$ cat config.mk
export PLATFORM = sky130hd
export DESIGN_NAME = memtile_ext_sched
export DESIGN_NICKNAME = d
export VERILOG_FILES = /design/src/rtl/memtile_pkg.sv /design/src/rtl/memtile_rr_arb2.sv /design/src/rtl/memtile_ext_sched.sv
export SDC_FILE = /design/constraint.sdc
export NUM_CORES = 1
export LEC_CHECK = 0
export ABC_AREA = 1
export CAP_MARGIN = 10
export CELL_PAD_IN_SITES_DETAIL_PLACEMENT = 0
export CELL_PAD_IN_SITES_GLOBAL_PLACEMENT = 1
export CORE_ASPECT_RATIO = 0.8
export CORE_MARGIN = 3
export CORE_UTILIZATION = 22
export CTS_CLUSTER_SIZE = 30
export DETAILED_ROUTE_END_ITERATION = 7
export GPL_TIMING_DRIVEN = 0
export MAX_ROUTING_LAYER = met4
export PLACE_DENSITY = 0.78
export SYNTH_ARGS = -nofsm -noshare
export SYNTH_HDL_FRONTEND = slang
export SYNTH_HIERARCHICAL = 1
export SYNTH_SLANG_ARGS = --single-unit
$ cat constraint.sdc
create_clock -name clk -period 4.55 [get_ports clk]
set_clock_uncertainty 0.1 [all_clocks]
set_input_delay 0.91 -clock clk [delete_from_list [all_inputs] [get_ports clk]]
set_output_delay 0.91 -clock clk [all_outputs]
set_load 0.02 [all_outputs]
$ cat src/rtl/memtile_pkg.sv
// Shared definitions for the memory tile unit's external-bus sequencer.
// Holds the scheduler state encoding, tile geometry, requester side
// encoding and the access-mode codes also used by the tile unit.
package memtile_pkg;

  typedef enum logic [1:0] {
    IDLE = 2'd0,
    WB   = 2'd1,
    FILL = 2'd2,
    DONE = 2'd3
  } state_t;

  localparam int TILE_WORDS = 16;

  // Requester side encoding, also the encoding of the arbiter's history bit
  localparam logic SIDE_I = 1'b1;
  localparam logic SIDE_D = 1'b0;

  // Access modes shared with the tile unit
  localparam logic [1:0] MD_NONE  = 2'd0;
  localparam logic [1:0] MD_READ  = 2'd1;
  localparam logic [1:0] MD_WRITE = 2'd2;
  localparam logic [1:0] MD_RMW   = 2'd3;

endpackage

$ cat src/rtl/memtile_rr_arb2.sv
// Two-requester round-robin arbiter (I side vs D side).
// Ports:
//   clk, reset  - clock, synchronous active-high reset
//   req_i/req_d - request from I side / D side
//   grant_en    - a grant is being taken this cycle; updates the history
//   gnt_i/gnt_d - combinational one-hot grant (both 0 when idle)
// With both requesting, the side that did not win last time is chosen.
// The history bit resets to SIDE_I, so the D side wins the first tie.
module memtile_rr_arb2
  import memtile_pkg::*;
(
  input  logic clk,
  input  logic reset,
  input  logic req_i,
  input  logic req_d,
  input  logic grant_en,
  output logic gnt_i,
  output logic gnt_d
);

  logic last_q;

  always_comb begin
    gnt_i = 1'b0;
    gnt_d = 1'b0;
    if (req_i && req_d) begin
      if (last_q == SIDE_I) gnt_d = 1'b1;
      else                  gnt_i = 1'b1;
    end else begin
      gnt_i = req_i;
      gnt_d = req_d;
    end
  end

  always_ff @(posedge clk) begin
    if (reset) begin
      last_q <= SIDE_I;
    end else if (grant_en && (req_i || req_d)) begin
      last_q <= gnt_i ? SIDE_I : SIDE_D;
    end
  end

endmodule

$ cat src/rtl/memtile_ext_sched.sv
// External memory bus scheduler for the memory tile unit.
// Arbitrates I/D tile misses, writes back a dirty D victim tile, then
// fills the new tile word by word with extNotReady wait states.
// Ports:
//   clk, reset                  - clock, synchronous active-high reset
//   iReq/iReqAddr               - I miss request and fill address
//   dReq/dReqWb/dReqAddr/dWbAddr- D miss request, dirty flag, fill and victim addresses
//   wbData                      - victim word at xferIdx (async tile RAM read)
//   fillData/fillWe/fillIsI     - tile RAM write port and target select
//   xferIdx                     - current word index within the tile
//   iDone/dDone                 - one-cycle completion pulses
//   extAddr/extDataOut/extDataIn/extOE/extWR/extHold/extNotReady - external bus
module memtile_ext_sched
  import memtile_pkg::*;
#(
  parameter int ADDR_W = 48,
  parameter int WIDX_W = 4
) (
  input  logic              clk,
  input  logic              reset,
  input  logic              iReq,
  input  logic [ADDR_W-1:0] iReqAddr,
  input  logic              dReq,
  input  logic              dReqWb,
  input  logic [ADDR_W-1:0] dReqAddr,
  input  logic [ADDR_W-1:0] dWbAddr,
  input  logic [31:0]       wbData,
  output logic [31:0]       fillData,
  output logic              fillWe,
  output logic              fillIsI,
  output logic [WIDX_W-1:0] xferIdx,
  output logic              iDone,
  output logic              dDone,
  output logic [ADDR_W-1:0] extAddr,
  output logic [31:0]       extDataOut,
  input  logic [31:0]       extDataIn,
  output logic              extOE,
  output logic              extWR,
  output logic              extHold,
  input  logic              extNotReady
);

  localparam int OFF_W  = WIDX_W + 2;
  localparam int BASE_W = ADDR_W - OFF_W;

  state_t            state_q, state_d;
  logic [WIDX_W-1:0] idx_q;
  logic              side_i_q;
  logic [BASE_W-1:0] fill_base_q;
  logic [BASE_W-1:0] wb_base_q;
  logic              gnt_i, gnt_d, grant;
  logic              accept, last_word;

  // Byte offset within a tile is implied by xferIdx, so the low address bits are dropped
  logic unused_addr_bits;
  assign unused_addr_bits = ^{iReqAddr[OFF_W-1:0], dReqAddr[OFF_W-1:0], dWbAddr[OFF_W-1:0]};

  memtile_rr_arb2 u_arb (
    .clk     (clk),
    .reset   (reset),
    .req_i   (iReq),
    .req_d   (dReq),
    .grant_en(state_q == IDLE),
    .gnt_i   (gnt_i),
    .gnt_d   (gnt_d)
  );

  assign grant     = (state_q == IDLE) && (gnt_i || gnt_d);
  assign accept    = !extNotReady;
  assign last_word = (idx_q == WIDX_W'(TILE_WORDS - 1));

  always_comb begin
    state_d = state_q;
    unique case (state_q)
      IDLE: begin
        if (gnt_d && dReqWb)     state_d = WB;
        else if (gnt_i || gnt_d) state_d = FILL;
      end
      WB:   if (accept && last_word) state_d = FILL;
      FILL: if (accept && last_word) state_d = DONE;
      DONE: state_d = IDLE;
    endcase
  end

  always_ff @(posedge clk) begin
    if (reset) begin
      state_q  <= IDLE;
      idx_q    <= '0;
      side_i_q <= 1'b0;
    end else begin
      state_q <= state_d;
      // Index wraps to 0 naturally after word 15, ready for the next phase
      if ((state_q == WB || state_q == FILL) && accept) idx_q <= idx_q + WIDX_W'(1);
      if (grant) side_i_q <= gnt_i;
    end
  end

  // Tile bases are only captured at grant, so request inputs may change freely afterwards
  always_ff @(posedge clk) begin
    if (grant && gnt_i) begin
      fill_base_q <= iReqAddr[ADDR_W-1:OFF_W];
    end else if (grant && gnt_d) begin
      fill_base_q <= dReqAddr[ADDR_W-1:OFF_W];
      wb_base_q   <= dWbAddr[ADDR_W-1:OFF_W];
    end
  end

  always_comb begin
    extOE      = 1'b0;
    extWR      = 1'b0;
    extAddr    = '0;
    extDataOut = '0;
    fillWe     = 1'b0;
    fillData   = '0;
    fillIsI    = 1'b0;
    iDone      = 1'b0;
    dDone      = 1'b0;
    unique case (state_q)
      IDLE: ;
      WB: begin
        extWR      = 1'b1;
        extAddr    = {wb_base_q, idx_q, 2'b00};
        extDataOut = wbData;
      end
      FILL: begin
        extOE    = 1'b1;
        extAddr  = {fill_base_q, idx_q, 2'b00};
        fillWe   = accept;
        fillData = extDataIn;
        fillIsI  = side_i_q;
      end
      DONE: begin
        iDone = side_i_q;
        dDone = !side_i_q;
      end
    endcase
  end

  assign extHold = (state_q != IDLE);
  assign xferIdx = idx_q;

endmodule
# Word level (Yosys, flattened, before mapping)
# Cells that the tools add are included.
dict set report word_totals {
  register_bits 92
  out_inout_bits 123
  word_cells 54
}
dict set report classes {
  n_addsub 1
  eq_ne 7
  n_mux 21
  bitwise 1
  n_reduce_logical 18
}
# op n
set op_table {}
lappend op_table {{case mux 48 bit (2 select lines)} 1}
lappend op_table {{2-to-1 mux 42 bit} 2}
lappend op_table {{2-to-1 mux 32 bit} 2}
lappend op_table {{2-to-1 mux 1 bit} 11}
lappend op_table {{logical AND 1 bit} 8}
lappend op_table {{2-to-1 mux 2 bit} 4}
lappend op_table {{case mux 2 bit (4 select lines)} 1}
lappend op_table {{adder 4 x 1 -> 4 bit, second input constant} 1}
lappend op_table {{== test 2 bit, second input constant} 2}
lappend op_table {{== test 4 bit, second input constant} 1}
lappend op_table {{inequality test 2 bit, second input constant} 2}
lappend op_table {{nonzero test 2 bit} 2}
lappend op_table {{logical OR 1 bit} 3}
lappend op_table {{inequality test 3 bit, second input constant} 1}
lappend op_table {{AND reduction 3 bit} 1}
lappend op_table {{== test 2 x 1 -> 1 bit, second input constant} 1}
lappend op_table {{logical NOT 1 bit} 2}
lappend op_table {{logical NOT 2 bit} 1}
lappend op_table {{AND reduction 2 bit} 1}
lappend op_table {{NOT 1 bit} 1}

# Logic depth before layout (Yosys ltp)
# Gate-level depths: netlist of run 1.
dict set report depth {
  depth_word 7
  ltp_mapped 10
  depth_no_buf 9
}

# By module
# Netlist of run 1, hierarchy kept.
# module instances cells_each area_each_um2
set by_module_without_submodules {}
lappend by_module_without_submodules {memtile_ext_sched 1 586 4779.6}
lappend by_module_without_submodules {memtile_rr_arb2 1 9 60.1}

# Worst setup path after synthesis of run 1
# Ideal clock, no wire load.
dict set report synth_path {
  path_type {input -> register}
  startpoint {input iReq}
  endpoint {register wb_base_q[0] (enable)}
  arrival_ns 4.323
  required_time_ns 3.956
  path_slack_ns -0.367
  cell_stages 4
  path_buffers 2
  cell_sequence {a21boi_0 > buf_4 > clkbuf_1 > nor3_1}
}
dict set report synth_via {
  elab_chain_len 7
}
# element line_no
set synth_rtl {}
lappend synth_rtl {{start, declared} memtile_ext_sched.sv:21} ;# input logic iReq,
lappend synth_rtl {{logical AND 1 bit} memtile_rr_arb2.sv:26} ;# if (req_i && req_d) begin
lappend synth_rtl {{2-to-1 mux 1 bit} memtile_rr_arb2.sv:26}
lappend synth_rtl {{logical OR 1 bit} memtile_ext_sched.sv:68} ;# assign grant = (state_q == IDLE) && (gnt_i || gnt_d);
lappend synth_rtl {{logical AND 1 bit} memtile_ext_sched.sv:68}
lappend synth_rtl {{logical AND 1 bit} memtile_ext_sched.sv:100} ;# if (grant && gnt_i) begin
lappend synth_rtl {{NOT 1 bit (no line)} -}
lappend synth_rtl {{AND reduction 2 bit (no line) (*)} -}
lappend synth_rtl {{end signal, assigned} memtile_ext_sched.sv:104} ;# wb_base_q <= dWbAddr[ADDR_W-1:OFF_W];
lappend synth_rtl {{end, declared} memtile_ext_sched.sv:50} ;# logic [BASE_W-1:0] wb_base_q;
# Every way passes the cells marked *; elsewhere a longest branch is shown, timed or not.
# A chain may end at the register's enable or synchronous reset.

# Final worst setup path of run 1
dict set report layout_path {
  startpoint {register state_q[0]}
  endpoint {output extAddr[35]}
}
dict set report layout_via {
  elab_chain_len 2
}
# element line_no
set layout_rtl {}
lappend layout_rtl {{start, declared} memtile_ext_sched.sv:46} ;# state_t state_q, state_d;
lappend layout_rtl {{start signal, assigned} memtile_ext_sched.sv:91} ;# state_q <= state_d;
lappend layout_rtl {{== test 2 bit / == test 2 x 1 -> 1 bit (equally long branches)} memtile_ext_sched.sv:118} ;# unique case (state_q)
lappend layout_rtl {{case mux 48 bit (2 select lines) (*)} memtile_ext_sched.sv:118}
lappend layout_rtl {{end, declared} memtile_ext_sched.sv:34} ;# output logic [ADDR_W-1:0] extAddr,
# Marks and branches as above.

==> impl_results.md, run 1 <==
- Post-detail-place hpwl: 16020 microns
- Crit path time final: 3.798 ns
- Fmax: 0.2633 GHz
- Share of cells above drive strength 1: 0.05161
- Post-synthesis sequential area ratio: 0.5543
- Period utilisation layout: 0.8346
- Worst r2r src: u_arb/last_q
- Io pins: 337
- Cells after DPL: 1183
- GRT Total Usage: 0.1657
- FILL cells: 2174
- Max-Cap Viols: 0
- Starting density of the core: 0.2286
- Wire length per cell: 16.44 microns
- # setup viols final: 0
- Initial antenna violation count: 2
- Std cell rows: 47
- CTS tree: built
- Hold Startpoint: u_arb/last_q
- Port bufs: 316
- P&R area growth vs syn: 79.81%
- Sink Count: 92
- Outcome: completed
- DR pass1 iterations: 4
- CP startpoint: state_q[0]
- Post CTS Setup Buffer Count: 0
- Final hold violations: 0
- CP cell instances: inv_1, ha_1, clkinv_1, clkbuf_1, a21oi_1, clkdlybuf4s50_1
- Avg Inst Size Synth: 8.134 sq um
- Largest net degree at the start of global routing: 52
- Max clock buf depth: 2
- Vias per cell: 4.128
- Relative slew slack: 0.5134
- Resize count post-CTS: 0
- Max Slew Vio Count: 0
- CTS buffer count: 9
- Vias: 4962
- Die height: 138.7 microns
- RePlAce Congestion: 0.8134
- Crit-path leading delay family: buffers and inverters
- Core Box Area: 21170 sq um
- Worst r2r dst: wb_base_q[0]
- Antenna viol nets, final: 0
- Hold-critical path endpoint: u_arb/last_q
- Critical Path RT: 3.54 ns
- Pwr/cell area: 530.8 nW/um^2
- Crit path max fanout: 10
- Flop2flop setup slack: 2.28 ns
- First-pass GRT wire length: 28600 microns
- Hold path cells: 2
- #FFs+latches synth: 92
- WP buf/inv: 4
- Critical path startpoint category: register
- H-tree depth: 3
- Leak pwr: 3.765 nW
- Post-synthesis instance area: 4840 sq um
- Remaining DRCs: 0
- Aggregate routed wire length: 19760 microns
- Worst slew pin tran: 0.7299 ns
- Fin nets: 1144
- Slowest cell on crit path: clkdlybuf4s50_1
- Clk slew on worst S/H paths: 0.07 ns
- Die area: 23830 sq um
- Synth Warn #: 6
- Crit. End Element: output port
- Synth cell types: 23
- Unrepaired setup endpoints after global routing: no
- Clk_lat worst skew: 0.35 ns
- CP Class: register to output port
- Max incr delay on CP: 0.66 ns
- Crit path DAT: 2.79 ns
- Chip width: 171.8 microns
- R2r worst-path depth: 5
- Non-filler instance count after layout: 1202
- Number of DRC markers in iteration 0: 244
- Worst IR drop on VDD: 0.0002069 V
- Clk root buf: clkbuf_16
- Hold_ws: 0.3951 ns
- Total gr overflow: 0
- Hold Crit Class: register to register
- CTS Hold Bufs: 0
- Vias in the first global route: 4955
- Cells after Synth: 595
-- layout by cell type, fill, tap and decap left out, drive strengths merged --
master,count
inv,90
dfxtp,8
nand3,49
nand2,258
conb,2
clkdlybuf4s50,316
clkinv,2
edfxtp,84
nor3,4
diode,3
clkbuf,21
nor2,13
a21boi,2
buf,26
a21oi,46
bufinv,1
ha,5
o21ai,2
clkinvlp,1
-- logic make-up (layout without fill, tap and decap cells) --
kind of cell               after synthesis  after routing  share of synthesized area
adders and majority gates                5              5                    0.01293
other                                    1              5                  0.0007749
and+or+nand+nor                        324            324                     0.2676
DFF                                     92             92                     0.5543
buffers and inverters                  123            457                     0.1109
AOI/OAI and AO/OA                       50             50                    0.05352
-- worst max-delay path by stage --
stage,end,slack [ns],depth (start not counted)
finish,extAddr[35],0.75,6
global route,extAddr[27],0.55,6
CTS,extAddr[14],0.65,6
detailed placement,extAddr[14],1.06,6
global placement,wb_base_q[19],-1.00,5
floorplan,wb_base_q[0],0.91,4
-- power breakdown --
| part | total (W) | internal (W) | switching, W | leakage, nW |
|---|---|---|---|---|
| clock network | 0.000769 | 0.000431 | 0.000338 | 0.144 |
| logic | 0.00257 | 0.000994 | 0.00158 | 2.76 |
| registers | 0.00128 | 0.00121 | 0.0000658 | 0.860 |
-- final cells by class --
class                           count  area, sq um  share of cell area
Buffer                             35        203.9             0.02344
Multi-Input combinational cell    381         1635              0.1879
Clock inverter                      6        68.82            0.007908
Inverter                           88        332.8             0.03825
Clock buffer                       10        229.0             0.02631
Antenna cell                        3        7.507           0.0008627
Tap cell                          269        336.6             0.03868
Sequential cell                    92         2683              0.3083
Timing Repair Buffer              318         3206              0.3684
-- through the flow --
| step | setup TNS [ns] | util | worst slack [ns] | total power, W | instance area, sq um |
|---|---|---|---|---|---|
| after CTS | 0 | 0.4107 | 0.6478 | 0.004705 | 8695 |
| after global routing | 0 | 0.4111 | 0.5543 | 0.004951 | 8702 |
| after floorplan | 0 | - | 0.9106 | 0.002642 | 4848 |
| after global placement | -41.89 | 0.3943 | -1.002 | 0.003881 | 8348 |
| after detailed placement | 0 | 0.3966 | 1.058 | 0.003914 | 8397 |
| final | 0 | 0.4111 | 0.7524 | 0.004619 | 8702 |
-- cell usage after synthesis, drive strengths merged --
cell    count  area [sq um]
a21oi      46         234.0
clkinv      1         3.750
o21ai       2         10.01
clkbuf     11         41.29
ha          5         62.56
a21boi      2         15.02
nand3      49         245.2
buf        24         162.7
edfxtp     84          2522
conb        1         3.750
nor3        4         20.02
nand2     258         980.9
dfxtp       8         160.2
inv        87         329.1
nor2       13         48.80
-- registers in the layout (all words and copies together), names as in the netlist --
signal,count
u_arb/last_q,1
wb_base_q,42
side_i_q,1
state_q,2
fill_base_q,42
xferIdx,4
-- worst reg2reg max path, delay by kind of cell (launching register included) --
kind	cells	cell delay [ns]
and+or+nand+nor	1	0.59
DFF	1	0.35
AOI/OAI and AO/OA	1	0.09
buffers and inverters	3	0.82
-- routing by layer --
metal	vias to the layer above	track usage	share of wire
met1	2213	0.1840	0.40
met2	211	0.2861	0.50
li1	2526	-	-
met3	12	0.05358	0.092
met5	-	-	0
met4	0	0.04452	0.010
(Power assumes the default switching activity.)
==> inputs of run 2 (changes only) <==
Settings changed: CORE_UTILIZATION 22 to 24, PLACE_DENSITY 0.78 to 0.8.
Clock period 4.55 ns to 3.9 ns, I/O delays scaled along.
==> run 2 against run 1 <==
Critical path depth stayed put. Global-route usage rose by 0.91 points. First-iteration DRC count fell by 24%. Count of clock-buffer cells in the layout unchanged. Via count shrank 0.46%. Hold slack improved by 0.016 ns. Combinational power rose by 17%.
==> impl_results.md, run 2 (same netlist as run 1, synthesis figures left out) <==
- FILL cells: 1942
- Die area: 21920 sq um
- Clk slew on worst S/H paths: 0.07 ns
- Final hold violations: 0
- Largest net degree at the start of global routing: 52
- Fmax: 0.2771 GHz
- GRT Total Usage: 0.1748
- Starting density of the core: 0.2499
- Clk root buf: clkbuf_16
- Resize count post-CTS: 0
- Critical path startpoint category: register
- Final WS setup: 0.2917 ns
- Switching power: 0.002301 W
- Vias in the first global route: 4797
- Internal power: 0.003079 W
- Clk pwr share: 0.165
- R2r worst-path depth: 5
- CTS Hold Bufs: 0
- Max-Cap Viols: 0
- RePlAce Congestion: 0.8319
- Io pins: 337
- CP startpoint: state_q[0]
- Crit path DAT: 2.73 ns
- Vias per cell: 4.150
- Unrepaired setup endpoints after global routing: no
- Core Box Area: 19370 sq um
- Hold Startpoint: u_arb/last_q
- Crit. End Element: output port
- DR pass1 iterations: 4
- Logic pwr share: 0.559
- Period utilisation layout: 0.9252
- Remaining DRCs: 0
- Std cell rows: 45
- Sw Share: 0.4276
- First-pass GRT wire length: 27570 microns
- Post CTS Setup Buffer Count: 0
- Worst slew pin tran: 0.9748 ns
- Max incr delay on CP: 0.66 ns
- # setup viols final: 0
- Relative slew slack: 0.3480
- Wire length per cell: 16.30 microns
- Die height: 133.0 microns
- Pre-CTS WS: 0.4068 ns
- Crit path max fanout: 10
- Share of cells above drive strength 1: 0.05269
- Crit path time final: 3.608 ns
- Most common cell after layout, fill and taps aside: clkdlybuf4s50_1
- Total gr overflow: 0
- Worst r2r src: u_arb/last_q
- Hold Crit Class: register to register
- Max clock buf depth: 2
- Crit-path leading delay family: buffers and inverters
- Max Slew Vio Count: 0
- Hold_ws: 0.4107 ns
- Post-detail-place hpwl: 15580 microns
- Outcome: completed
- Hold-critical path endpoint: u_arb/last_q
- CP Class: register to output port
- Reg power frac: 0.276
- CP cell instances: inv_1, ha_1, clkinvlp_4, clkbuf_1, a21oi_1, clkdlybuf4s50_1
- Chip width: 164.8 microns
- Worst IR drop on VDD: 0.0002547 V
- CTS tree: built
- CTS buffer count: 9
- Number of DRC markers in iteration 0: 186
- P&R area growth vs syn: 79.58%
- WP buf/inv: 4
- Vias: 4939
- Leak pwr: 3.768 nW
- Critical Path RT: 3.02 ns
- Pwr/cell area: 619.0 nW/um^2
- Antenna viol nets, final: 0
- Sink Count: 92
- Clk_lat worst skew: 0.35 ns
- H-tree depth: 3
- Hold path cells: 2
- Initial antenna violation count: 2
- Fin nets: 1144
- Worst r2r dst: wb_base_q[39]
- Aggregate routed wire length: 19400 microns
- Slowest cell on crit path: clkdlybuf4s50_1
- Flop2flop setup slack: 1.40 ns
- Most frequent cells in the layout: 316 x clkdlybuf4s50_1, 255 x nand2_1, 85 x inv_1
- Port bufs: 316
## run 2: cell count changes in the layout (fill, tap and decap cells not counted), sizes merged
cell    delta
inv        -1
clkinv     +1
diode      -1
## run 2: through the flow
stage                     instances  instance area [sq um]  TNS [ns]  total power [W]    util
after floorplan                 596                   4848         0         0.003083       -
after global placement         1170                   8334    -62.57         0.004511  0.4303
after detailed placement       1172                   8383         0         0.004556  0.4328
after CTS                      1188                   8682         0         0.005472  0.4483
after global routing           1190                   8691         0         0.005753  0.4487
final                          1190                   8691         0         0.005380  0.4487
## run 2: final cells by class
class,instances,area (sq um),share of cell area
Buffer,35,203.9,0.02347
Antenna cell,2,5.005,0.0005759
Clock inverter,6,70.07,0.008062
Sequential cell,92,2683,0.3087
Multi-Input combinational cell,381,1635,0.1882
Tap cell,258,322.8,0.03714
Clock buffer,10,229.0,0.02635
Timing Repair Buffer,318,3206,0.3688
Inverter,88,336.6,0.03873
## run 2: tightest hold or removal path: cells and delay by family (launching register included)
family,cells,cell delay (ns)
AND/OR/NAND/NOR,2,0.13
flip-flops,1,0.32
## run 2: worst max-delay path by stage
stage               cells past startpoint       endpoint  slack [ns]
finish                                  6    extAddr[47]        0.29
global route                            6    extAddr[24]        0.08
CTS                                     6    extAddr[24]        0.13
detailed placement                      6  wb_base_q[29]        0.41
global placement                        5  wb_base_q[21]       -1.49
floorplan                               4   wb_base_q[0]        0.39
## run 2: layer usage
| metal | part of all wire | wire length [microns] | vias to the layer above | GRT usage |
|---|---|---|---|---|
| met5 | 0 | 0 | - | - |
| met3 | 0.10 | 1948 | 15 | 0.06635 |
| met4 | 0.015 | 293 | 0 | 0.04658 |
| li1 | - | - | 2523 | - |
| met2 | 0.50 | 9643 | 200 | 0.2978 |
| met1 | 0.39 | 7516 | 2201 | 0.1911 |
## run 2: power groups by stage
stage          Combinational [W]  Sequential (W)  Clock (W)
4_1_cts                  0.00306         0.00149   0.000926
3_5_place_dp             0.00305         0.00151          0
6_report                 0.00301         0.00149   0.000887
3_3_place_gp             0.00300         0.00152          0
2_1_floorplan            0.00158         0.00150          0
5_1_grt                  0.00329         0.00151   0.000955
==> inputs of run 3 (changes only) <==
Settings changed: CORE_MARGIN 3 to default, PLACE_DENSITY 0.8 to default, PLACE_DENSITY_LB_ADDON from default to 0.1.
==> run 3 against run 2 <==
Sequential share of layout area shrank 0.089 points. Register-to-register slack better by 0.19 ns. Via count fell by 0.67%. Sequential power about the same. Flip-flop and latch count unchanged. Final area rose by 0.29%. Critical path depth unchanged.
==> impl_results.md, run 3 (same netlist as run 1, synthesis figures left out) <==
- Hold Crit Class: register to register
- Vias per cell: 4.105
- Pwr/cell area: 617.1 nW/um^2
- Antenna viol nets, final: 0
- DR pass1 iterations: 4
- Critical path startpoint category: register
- Starting density of the core: 0.2444
- Crit path time final: 3.635 ns
- CTS tree: built
- Sink Count: 92
- Vias in the first global route: 4640
- Max Slew Vio Count: 0
- Clk_lat worst skew: 0.35 ns
- Core Box Area: 19800 sq um
- GRT Total Usage: 0.1822
- Fin nets: 1144
- Share of cells above drive strength 1: 0.05161
- Max-Cap Viols: 0
- Remaining DRCs: 0
- Worst slew pin tran: 0.7620 ns
- Critical Path RT: 3.02 ns
- Non-filler instance count after layout: 1195
- Crit. End Element: output port
- CTS buffer count: 9
- Period utilisation layout: 0.9322
- Std cell rows: 46
- Io pins: 337
- RePlAce Congestion: 0.8116
- P&R area growth vs syn: 80.09%
- Die height: 129.0 microns
- Unrepaired setup endpoints after global routing: no
- Vias: 4906
- Die area: 20740 sq um
- Worst IR drop on VDD: 0.0004227 V
- Final hold violations: 0
- Crit path max fanout: 10
- Chip width: 160.8 microns
- Most common cell after layout, fill and taps aside: clkdlybuf4s50_1
- Relative slew slack: 0.4903
- Finished Cell Area: 8716 sq um
- Metal-1 WL: 7944 microns
- Total gr overflow: 0
- Outcome: completed
- TNS Setup: 0 ns
- Initial antenna violation count: 1
- Post-detail-place hpwl: 14320 microns
- Area after DPL: 8403 sq um
- First-pass GRT wire length: 27140 microns
- Clk slew on worst S/H paths: 0.07 ns
- Slowest cell on crit path: clkdlybuf4s50_1
- Leak pwr: 3.771 nW
- # setup viols final: 0
- Largest net degree at the start of global routing: 52
- DR WL met2: 8976 microns
- Top layer in use: met4
- CP Class: register to output port
- Cells after DPL: 1178
- Number of DRC markers in iteration 0: 213
- CTS Hold Bufs: 0
- Max clock buf depth: 2
- Port bufs: 316
- CP cell instances: inv_1, ha_1, clkinvlp_4, clkbuf_1, a21oi_1, clkdlybuf4s50_1
- FILL cells: 2007
- Clk root buf: clkbuf_16
- Crit path DAT: 2.76 ns
- Most frequent cells in the layout: 316 x clkdlybuf4s50_1, 255 x nand2_1, 85 x inv_1
- Aggregate routed wire length: 18410 microns
- Max incr delay on CP: 0.65 ns
- Metal3 WL: 1263 microns
- H-tree depth: 3
- Fmax: 0.2751 GHz
- Total power draw: 0.005379 W
- Wire length per cell: 15.41 microns
-- run 3: changes by cell type in the layout (fill, tap and decap cells not counted) --
cell        delta
buf_16         +1
buf_8          -1
clkbuf_1       +1
clkbuf_8       +2
clkinv_2       -1
clkinv_4       -1
clkinvlp_4     +1
diode_2        -1
inv_6          -2
-- run 3: stage by stage --
step	utilization	hold slack [ns]	worst slack (ns)
after floorplan	-	0.3573	0.3906
after global placement	0.4213	0.3819	-1.384
after detailed placement	0.4244	0.3856	0.5103
after CTS	0.4399	0.4007	0.1359
after global routing	0.4402	0.4445	0.04905
final	0.4402	0.3953	0.2645
-- run 3: layout make-up --
class                   count  area (sq um)  area share
repair buffers            318          3218      0.3692
flip-flops and latches     92          2683      0.3078
multi-input cells         381          1635      0.1876
inverters                  88         336.6     0.03862
well taps                 264         330.3     0.03790
clock buffers              13         260.3     0.02986
plain buffers              35         203.9     0.02340
clock inverters             3         46.29    0.005312
diodes                      1         2.502   0.0002871
-- run 3: final timing paths --
check	startpoint	endpoint	slack, ns	cells past startpoint
max	state_q[0]	extAddr[36]	0.26	6
min	u_arb/last_q	u_arb/last_q	0.40	2
max reg2reg	u_arb/last_q	wb_base_q[32]	1.59	5
min reg2reg	u_arb/last_q	u_arb/last_q	0.40	2
-- run 3: critical path: cells and delay by family, from the launching register on --
family                     cells  cell delay (ns)
AOI/OAI and AO/OA              1             0.26
adders and majority gates      1             0.41
buffers and inverters          4             1.33
DFF                            1             0.39
-- run 3: report_power, final --
group	switching (W)	internal (W)
combinational	0.00181	0.00117
sequential	0.0000727	0.00141
clock	0.000375	0.000534
-- run 3: what timing repair did --
action,in CTS,in global routing
buffers inserted,0,0
setup endpoints to repair,0,1
resized for setup,0,1
-- run 3: routing by layer --
metal / vias up / track usage
met5: - / -
met1: 2180 / 0.2172
met4: 0 / 0.04550
li1: 2525 / -
met3: 14 / 0.04962
met2: 187 / 0.3058
